## src/rtl/regfile_pkg.sv

```systemverilog
// regfile_pkg: shared constants, the register-address type and the
// highest-index-wins port selector used by regfile_sb and regfile_scoreboard.
package regfile_pkg;

    localparam int XLEN_DEF  = 32;
    localparam int NREGS_DEF = 32;
    localparam int NRD_DEF   = 2;
    localparam int NWR_DEF   = 2;

    // Widest port-hit vector the selector accepts; NWR must not exceed this.
    localparam int MAX_PORTS = 32;

    typedef logic [$clog2(NREGS_DEF)-1:0] reg_addr_t;

    // Index of the highest set bit of hits (0 when none is set). Later ports
    // overwrite earlier ones, so the highest-indexed matching port wins.
    function automatic int hi_port(input logic [MAX_PORTS-1:0] hits);
        int idx;
        idx = 0;
        for (int i = 0; i < MAX_PORTS; i++) begin
            if (hits[i]) idx = i;
        end
        return idx;
    endfunction

endpackage

```

## src/rtl/regfile_scoreboard.sv

```systemverilog
// regfile_scoreboard: write-pending busy vector for regfile_sb.
// Ports:
//   clk, rst_n          clock, asynchronous active-low reset
//   iss_valid, iss_rd   issue strobe and destination (marks busy)
//   wr_en, wr_addr      writeback ports (clear busy on commit)
//   busy                registered busy vector, bit 0 always 0
//   busy_cnt            registered popcount of busy
module regfile_scoreboard
    import regfile_pkg::*;
#(
    parameter int NREGS = NREGS_DEF,
    parameter int NWR   = NWR_DEF,
    localparam int AW   = $clog2(NREGS)
) (
    input  logic              clk,
    input  logic              rst_n,
    input  logic              iss_valid,
    input  logic [AW-1:0]     iss_rd,
    input  logic [NWR-1:0]    wr_en,
    input  logic [NWR*AW-1:0] wr_addr,
    output logic [NREGS-1:0]  busy,
    output logic [AW:0]       busy_cnt
);

    logic [NREGS-1:0] busy_reg;
    logic [NREGS-1:0] busy_next;
    logic [AW:0]      busy_cnt_reg;
    logic [AW:0]      busy_cnt_next;

    assign busy_next[0] = 1'b0;

    genvar gi, gj;
    generate
        for (gi = 1; gi < NREGS; gi++) begin : g_reg
            logic [NWR-1:0] clr_hit;
            logic           set;
            for (gj = 0; gj < NWR; gj++) begin : g_port
                assign clr_hit[gj] = wr_en[gj] && (wr_addr[gj*AW +: AW] == AW'(gi));
            end
            assign set = iss_valid && (iss_rd == AW'(gi));
            // A new producer supersedes a committing one: set beats clear.
            assign busy_next[gi] = set ? 1'b1 : ((|clr_hit) ? 1'b0 : busy_reg[gi]);
        end
    endgenerate

    // Count from the next vector so busy_cnt lines up with busy after each edge.
    always_comb begin
        busy_cnt_next = '0;
        for (int r = 0; r < NREGS; r++) begin
            busy_cnt_next = busy_cnt_next + {{AW{1'b0}}, busy_next[r]};
        end
    end

    always_ff @(posedge clk or negedge rst_n) begin
        if (!rst_n) begin
            busy_reg     <= '0;
            busy_cnt_reg <= '0;
        end else begin
            busy_reg     <= busy_next;
            busy_cnt_reg <= busy_cnt_next;
        end
    end

    assign busy     = busy_reg;
    assign busy_cnt = busy_cnt_reg;

endmodule

```

## src/rtl/regfile_sb.sv

```systemverilog
// regfile_sb: multi-port integer register file with write-pending scoreboard.
// Register 0 reads zero, ignores writes and is never busy.
// Ports:
//   clk, rst_n          clock, asynchronous active-low reset
//   rd_addr/rd_data     NRD combinational read ports (port k at [k*W +: W])
//   rd_busy             per read port: addressed register has a pending write
//   wr_en/wr_addr/wr_data  NWR writeback ports, highest index wins on collision
//   iss_valid, iss_rd   issue strobe marking iss_rd busy
//   busy_cnt            registered count of busy registers
// Build option: define REGFILE_BYPASS_EN to forward same-cycle writeback data
// to the read ports and mask rd_busy for the forwarded register.
module regfile_sb
    import regfile_pkg::*;
#(
    parameter int XLEN  = XLEN_DEF,
    parameter int NREGS = NREGS_DEF,
    parameter int NRD   = NRD_DEF,
    parameter int NWR   = NWR_DEF,
    localparam int AW   = $clog2(NREGS)
) (
    input  logic                clk,
    input  logic                rst_n,
    input  logic [NRD*AW-1:0]   rd_addr,
    output logic [NRD*XLEN-1:0] rd_data,
    output logic [NRD-1:0]      rd_busy,
    input  logic [NWR-1:0]      wr_en,
    input  logic [NWR*AW-1:0]   wr_addr,
    input  logic [NWR*XLEN-1:0] wr_data,
    input  logic                iss_valid,
    input  logic [AW-1:0]       iss_rd,
    output logic [AW:0]         busy_cnt
);

    localparam int PW = (NWR > 1) ? $clog2(NWR) : 1;

    logic [XLEN-1:0]  mem_reg   [NREGS];
    logic [XLEN-1:0]  wdata_arr [NWR];
    logic [AW-1:0]    waddr_arr [NWR];
    logic [NWR-1:0]   wr_hit    [NREGS];
    logic [PW-1:0]    wr_sel    [NREGS];
    logic [NREGS-1:0] busy;

    genvar gi, gj;
    generate
        for (gj = 0; gj < NWR; gj++) begin : g_wport
            assign wdata_arr[gj] = wr_data[gj*XLEN +: XLEN];
            assign waddr_arr[gj] = wr_addr[gj*AW +: AW];
        end

        for (gi = 0; gi < NREGS; gi++) begin : g_whit
            for (gj = 0; gj < NWR; gj++) begin : g_port
                assign wr_hit[gi][gj] = (gi != 0) && wr_en[gj] && (waddr_arr[gj] == AW'(gi));
            end
            assign wr_sel[gi] = PW'(hi_port(MAX_PORTS'(wr_hit[gi])));
        end
    endgenerate

    always_ff @(posedge clk or negedge rst_n) begin
        if (!rst_n) begin
            for (int r = 0; r < NREGS; r++) mem_reg[r] <= '0;
        end else begin
            for (int r = 1; r < NREGS; r++) begin
                if (|wr_hit[r]) mem_reg[r] <= wdata_arr[wr_sel[r]];
            end
        end
    end

    regfile_scoreboard #(
        .NREGS (NREGS),
        .NWR   (NWR)
    ) u_scoreboard (
        .clk       (clk),
        .rst_n     (rst_n),
        .iss_valid (iss_valid),
        .iss_rd    (iss_rd),
        .wr_en     (wr_en),
        .wr_addr   (wr_addr),
        .busy      (busy),
        .busy_cnt  (busy_cnt)
    );

    generate
        for (gi = 0; gi < NRD; gi++) begin : g_rport
            logic [AW-1:0]   raddr;
            logic [XLEN-1:0] rdata;
            logic            rbusy;
            assign raddr = rd_addr[gi*AW +: AW];
`ifdef REGFILE_BYPASS_EN
            logic [NWR-1:0] byp_hit;
            logic [PW-1:0]  byp_sel;
            for (gj = 0; gj < NWR; gj++) begin : g_byp
                assign byp_hit[gj] = wr_en[gj] && (waddr_arr[gj] == raddr) && (raddr != '0);
            end
            assign byp_sel = PW'(hi_port(MAX_PORTS'(byp_hit)));
            always_comb begin
                rdata = (raddr == '0) ? '0 : mem_reg[raddr];
                rbusy = busy[raddr];
                if (|byp_hit) begin
                    rdata = wdata_arr[byp_sel];
                    rbusy = 1'b0;
                end
            end
`else
            always_comb begin
                rdata = (raddr == '0) ? '0 : mem_reg[raddr];
                rbusy = busy[raddr];
            end
`endif
            assign rd_data[gi*XLEN +: XLEN] = rdata;
            assign rd_busy[gi]              = rbusy;
        end
    endgenerate

endmodule

```

## config.mk

```make
export PLATFORM = sky130hd
export DESIGN_NAME = regfile_sb
export DESIGN_NICKNAME = d
export VERILOG_FILES = /design/src/rtl/regfile_pkg.sv /design/src/rtl/regfile_scoreboard.sv /design/src/rtl/regfile_sb.sv
export SDC_FILE = /design/constraint.sdc
export NUM_CORES = 2
export LEC_CHECK = 0
export BUFFER_PORTS_ARGS = -buffer_cell sky130_fd_sc_hd__buf_2
export CAP_MARGIN = 20
export CORE_MARGIN = 10
export CORE_UTILIZATION = 40
export DETAILED_ROUTE_END_ITERATION = 16
export RECOVER_POWER = 50
export SLEW_MARGIN = 20
export SYNTH_ARGS = -nofsm -noshare
export SYNTH_HDL_FRONTEND = slang
export SYNTH_SLANG_ARGS = --single-unit
```

## constraint.sdc

```tcl
create_clock -name clk -period 5.8 [get_ports clk]
set_input_delay 1.74 -clock clk [delete_from_list [all_inputs] [get_ports clk]]
set_output_delay 1.74 -clock clk [all_outputs]
set_load 0.1 [all_outputs]
```

==> run_results.csv <==
group,metric,value,unit
yosys,synthMuxAreaShare,0.363,
routing,vias_per_cell,6.16,
timing,finClkSkew,0.00533,ns
power_and_ir_drop,seq_power_share,0.360,
layout,drive_above_1_share,0.253,
global_route,antenna_found_initial,20,
critical_path,reg2reg_depth,16,
yosys,yosysUniqueCellTypes,46,
yosys,ys_warn_count,32,
critical_path,cp.required,6.44,ns
power_and_ir_drop,internal_power,19500,uW
cts,cts_root_buffer,"clkbuf_16",
global_route,grt_pass1_wl,362,mm
status,outcome,"complete, but fails checks",
routing,drt_wl_total,248,mm
floorplanning,fp.dieH,423,um
critical_path,crit_type,"in -> reg",
place,hpwl,142,mm
power_and_ir_drop,power.switching,10200,uW
timing,tightest_slew,2.43,ns
yosys,syn-num-nets,6104,
yosys,synth_edf_count,0,
timing,drv_slew,800,
critical_path,crit_fanout,3,
yosys,synth_top_family_by_area,"multiplexers",
run,drv_cap,10,
yosys,netlist_instances,5978,
critical_path,cp.arrival,6.85,ns
timing,finalCritPeriodShare,1.07,
critical_path,crit_path_end_kind,"register",
worst_hold_path,min_path_type,"reg -> reg",
power_and_ir_drop,p_leak,0.0329,uW
timing,min_period,6.22,ns
cts,cts_inserted_buffers,117,
timing,rsz0062_at_grt,"true",
layout,n_fill_cell,14533,
yosys,syn_avg_cell_area,10.8,um2
yosys,synthSimpleGateAreaFrac,0.0749,
cts,clockBufferDepth,3,
yosys,synth-seq-cells,1029,
layout,syn_to_final_growth,16.5,%
power_and_ir_drop,p_per_area,393,nW/um2
cts,h-tree-depth,3,
yosys,synth_xor_area_frac,0.000405,
cts,clk_latency,0.75,ns
global_route,grtUsageTotal,0.271,
power_and_ir_drop,peakVddDrop,1.04,mV
power_and_ir_drop,netSwitchingFraction,0.342,
timing,fmax,161,MHz
routing,num_vias,50786,
routing,drtPass1Iterations,8,
floorplanning,initial_utilization,0.403,
critical_path,cp-startpoint,"wr_addr[9]",
place,gp_congestion,0.900,
status,failed_checks,"capacitance limit, slew limit, setup timing",
floorplanning,die_w,423,um
floorplanning,fp-row-count,147,
floorplanning,io_pins,166,
power_and_ir_drop,combPwrFrac,0.381,
timing,max_slew_margin,-0.618,
critical_path,rr_endpoint,"u_scoreboard.busy_cnt[2]$_DFF_PN0_",
yosys,async_reset_ff_frac,1.00,
critical_path,endpoint,"u_scoreboard.busy_cnt[2]$_DFF_PN0_",
timing,setup_slack,-0.418,ns
power_and_ir_drop,power,29700,uW
floorplanning,core-area,161000,um2
layout,largest_reg_flops,992,
layout,finalNetCount,6117,
yosys,synth-adder-area-share,0.00884,
cts,cts.sinks,1029,
global_route,grt_pass1_vias,50599,
critical_path,timing.rr.start,"u_scoreboard.busy[2]$_DFF_PN0_",
cts,cts_tree,"done",
yosys,synth_compound_area_frac,0.104,
routing,postRouteAntennaNets,0,
yosys,synthesis.area,64800,um2
routing,initialDrtViolationCount,5462,
power_and_ir_drop,clkPwrFrac,0.259,
place,io_buffer_count,165,
routing,drc,0,
floorplanning,die_area,179000,um2
yosys,synth-main-ff-cell,"dfrtp_1",
timing,setup_violations,5,
critical_path,worstSetupStartpointType,"input port",
place,dpl_worst_slack,-1.26,ns
global_route,grt_max_degree,114,
cts,cts.clk_slew.worst_paths,0.06,ns
global_route,grt_overflow,0,
routing,wl_per_cell,30.0,um
yosys,yosysSeqAreaShare,0.397,
critical_path,r2r_slack,0.74,ns
timing,hold_viol,0,
cell families after synthesis:
kind of cell / after synthesis
AO/OA/AOI/OAI: 1228
multiplexers: 1692
adder cells (fa/ha/maj): 32
XOR/XNOR: 3
AND/OR/NAND/NOR: 1216
flip-flops: 1029
buffers and inverters: 778
how the worst min path moves through the flow:
stage	to	depth (start not counted)	from	slack [ns]
after global placement	mem_reg[610]$_DFFE_PN0P_	2	mem_reg[610]$_DFFE_PN0P_	0.55
after CTS	mem_reg[613]$_DFFE_PN0P_	2	mem_reg[613]$_DFFE_PN0P_	0.58
after global routing	mem_reg[613]$_DFFE_PN0P_	2	mem_reg[613]$_DFFE_PN0P_	0.61
after floorplan	u_scoreboard.busy[21]$_DFF_PN0_	1	u_scoreboard.busy[21]$_DFF_PN0_	0.52
final	mem_reg[613]$_DFFE_PN0P_	2	mem_reg[613]$_DFFE_PN0P_	0.58
after detailed placement	mem_reg[639]$_DFFE_PN0P_	2	mem_reg[639]$_DFFE_PN0P_	0.57
layout by cell type (no fill, tap or decap), drive strengths merged, types with 37 or more instances in the layout:
master and n:
clkbuf 196, a221oi 69, inv 73, mux2i 1103
nand2b 37, dfrtp 1029, nand2 280, mux4 520
a21oi 829, mux2 69, o21ai 228, buf 582
nor2 831
synth_stat cells (2+ instances only):
cell | number | area, um2
a21o_1 | 2 | 15.0
a21oi_1 | 829 | 4150
a221oi_1 | 69 | 604
a22o_1 | 36 | 315
a31oi_1 | 4 | 25.0
a32o_1 | 17 | 170
a32oi_1 | 8 | 70.1
and2_1 | 11 | 68.8
and3_1 | 2 | 12.5
buf_1 | 45 | 169
buf_2 | 184 | 921
buf_4 | 27 | 203
buf_6 | 16 | 180
clkbuf_1 | 437 | 1640
dfrtp_1 | 1029 | 25700
fa_1 | 23 | 460
ha_1 | 9 | 113
inv_1 | 69 | 259
mux2_1 | 5 | 56.3
mux2_2 | 64 | 721
mux2i_1 | 1103 | 11000
mux4_2 | 520 | 11700
nand2_1 | 280 | 1050
nand2b_1 | 37 | 231
nand3_1 | 12 | 60.1
nand4_1 | 2 | 12.5
nor2_1 | 828 | 3110
nor2_2 | 3 | 18.8
nor2b_1 | 21 | 131
nor3_1 | 10 | 50.1
nor3_2 | 3 | 30.0
nor4_1 | 2 | 12.5
nor4_4 | 2 | 42.5
o21ai_0 | 189 | 946
o21ai_1 | 39 | 195
o22ai_1 | 29 | 181
xnor2_1 | 3 | 26.3
power groups by stage:
| stage | sequential (uW) | clock, uW | combinational [uW] |
|---|---|---|---|
| finish | 10700 | 7680 | 11300 |
| global route | 11000 | 8060 | 12300 |
| CTS | 10700 | 7780 | 11100 |
| detailed placement | 10800 | 0 | 10600 |
| global placement | 10600 | 0 | 10500 |
| floorplan | 10400 | 0 | 7720 |
metal layers:
metal | up-vias | share of wire | GRT usage | wire length, um
met5 | - | 0.00027 | 0 | 66
met2 | 2650 | 0.46 | 0.428 | 114000
met3 | 668 | 0.093 | 0.0550 | 23000
met1 | 25620 | 0.39 | 0.354 | 96200
met4 | 10 | 0.056 | 0.133 | 13800
li1 | 21838 | - | - | -
cell type report:
type                       count  area (um2)  share of cell area
multi-input combinational   4171       37100               0.492
sequential                  1029       25700               0.341
timing repair buffer         603        5750              0.0761
clock buffer                 176        3450              0.0457
tap                         2160        2700              0.0358
clock inverter                31         429             0.00568
inverter                      69         262             0.00346
antenna                       11        27.5            0.000365
metrics by stage:
step	cell area [um2]	setup TNS (ns)	util	hold slack, ns	instances
2_1_floorplan	65700	-5.66	-	0.520	5978
3_3_place_gp	71100	-6.80	0.442	0.548	7994
3_5_place_dp	71100	-6.56	0.442	0.567	7994
4_1_cts	75500	-1.05	0.470	0.580	8236
5_1_grt	75500	-2.07	0.470	0.607	8247
6_report	75500	-1.51	0.470	0.582	8250
worst max-delay path, cell delays in order:
cell and delay [ns]:
buf_8 0.10, nand2b_4 0.14, nor3_2 0.12, buf_4 0.17
nand2_4 0.05, a32o_2 0.29, ha_4 0.25, fa_1 0.47
fa_2 0.56, fa_2 0.44, fa_2 0.54, inv_2 0.04
fa_2 0.53, fa_1 0.43, inv_2 0.08, ha_4 0.14
inv_4 0.03, fa_2 0.38, buf_4 0.15, buf_6 0.11
xnor2_2 0.11
repair_timing:
action,CTS,global route
hold buffers,0,0
pin swaps,18,4
cloned,1,0
gates resized for setup,77,20
setup endpoints to repair,10,15
setup buffers,35,1
(Power assumes the default switching activity.)
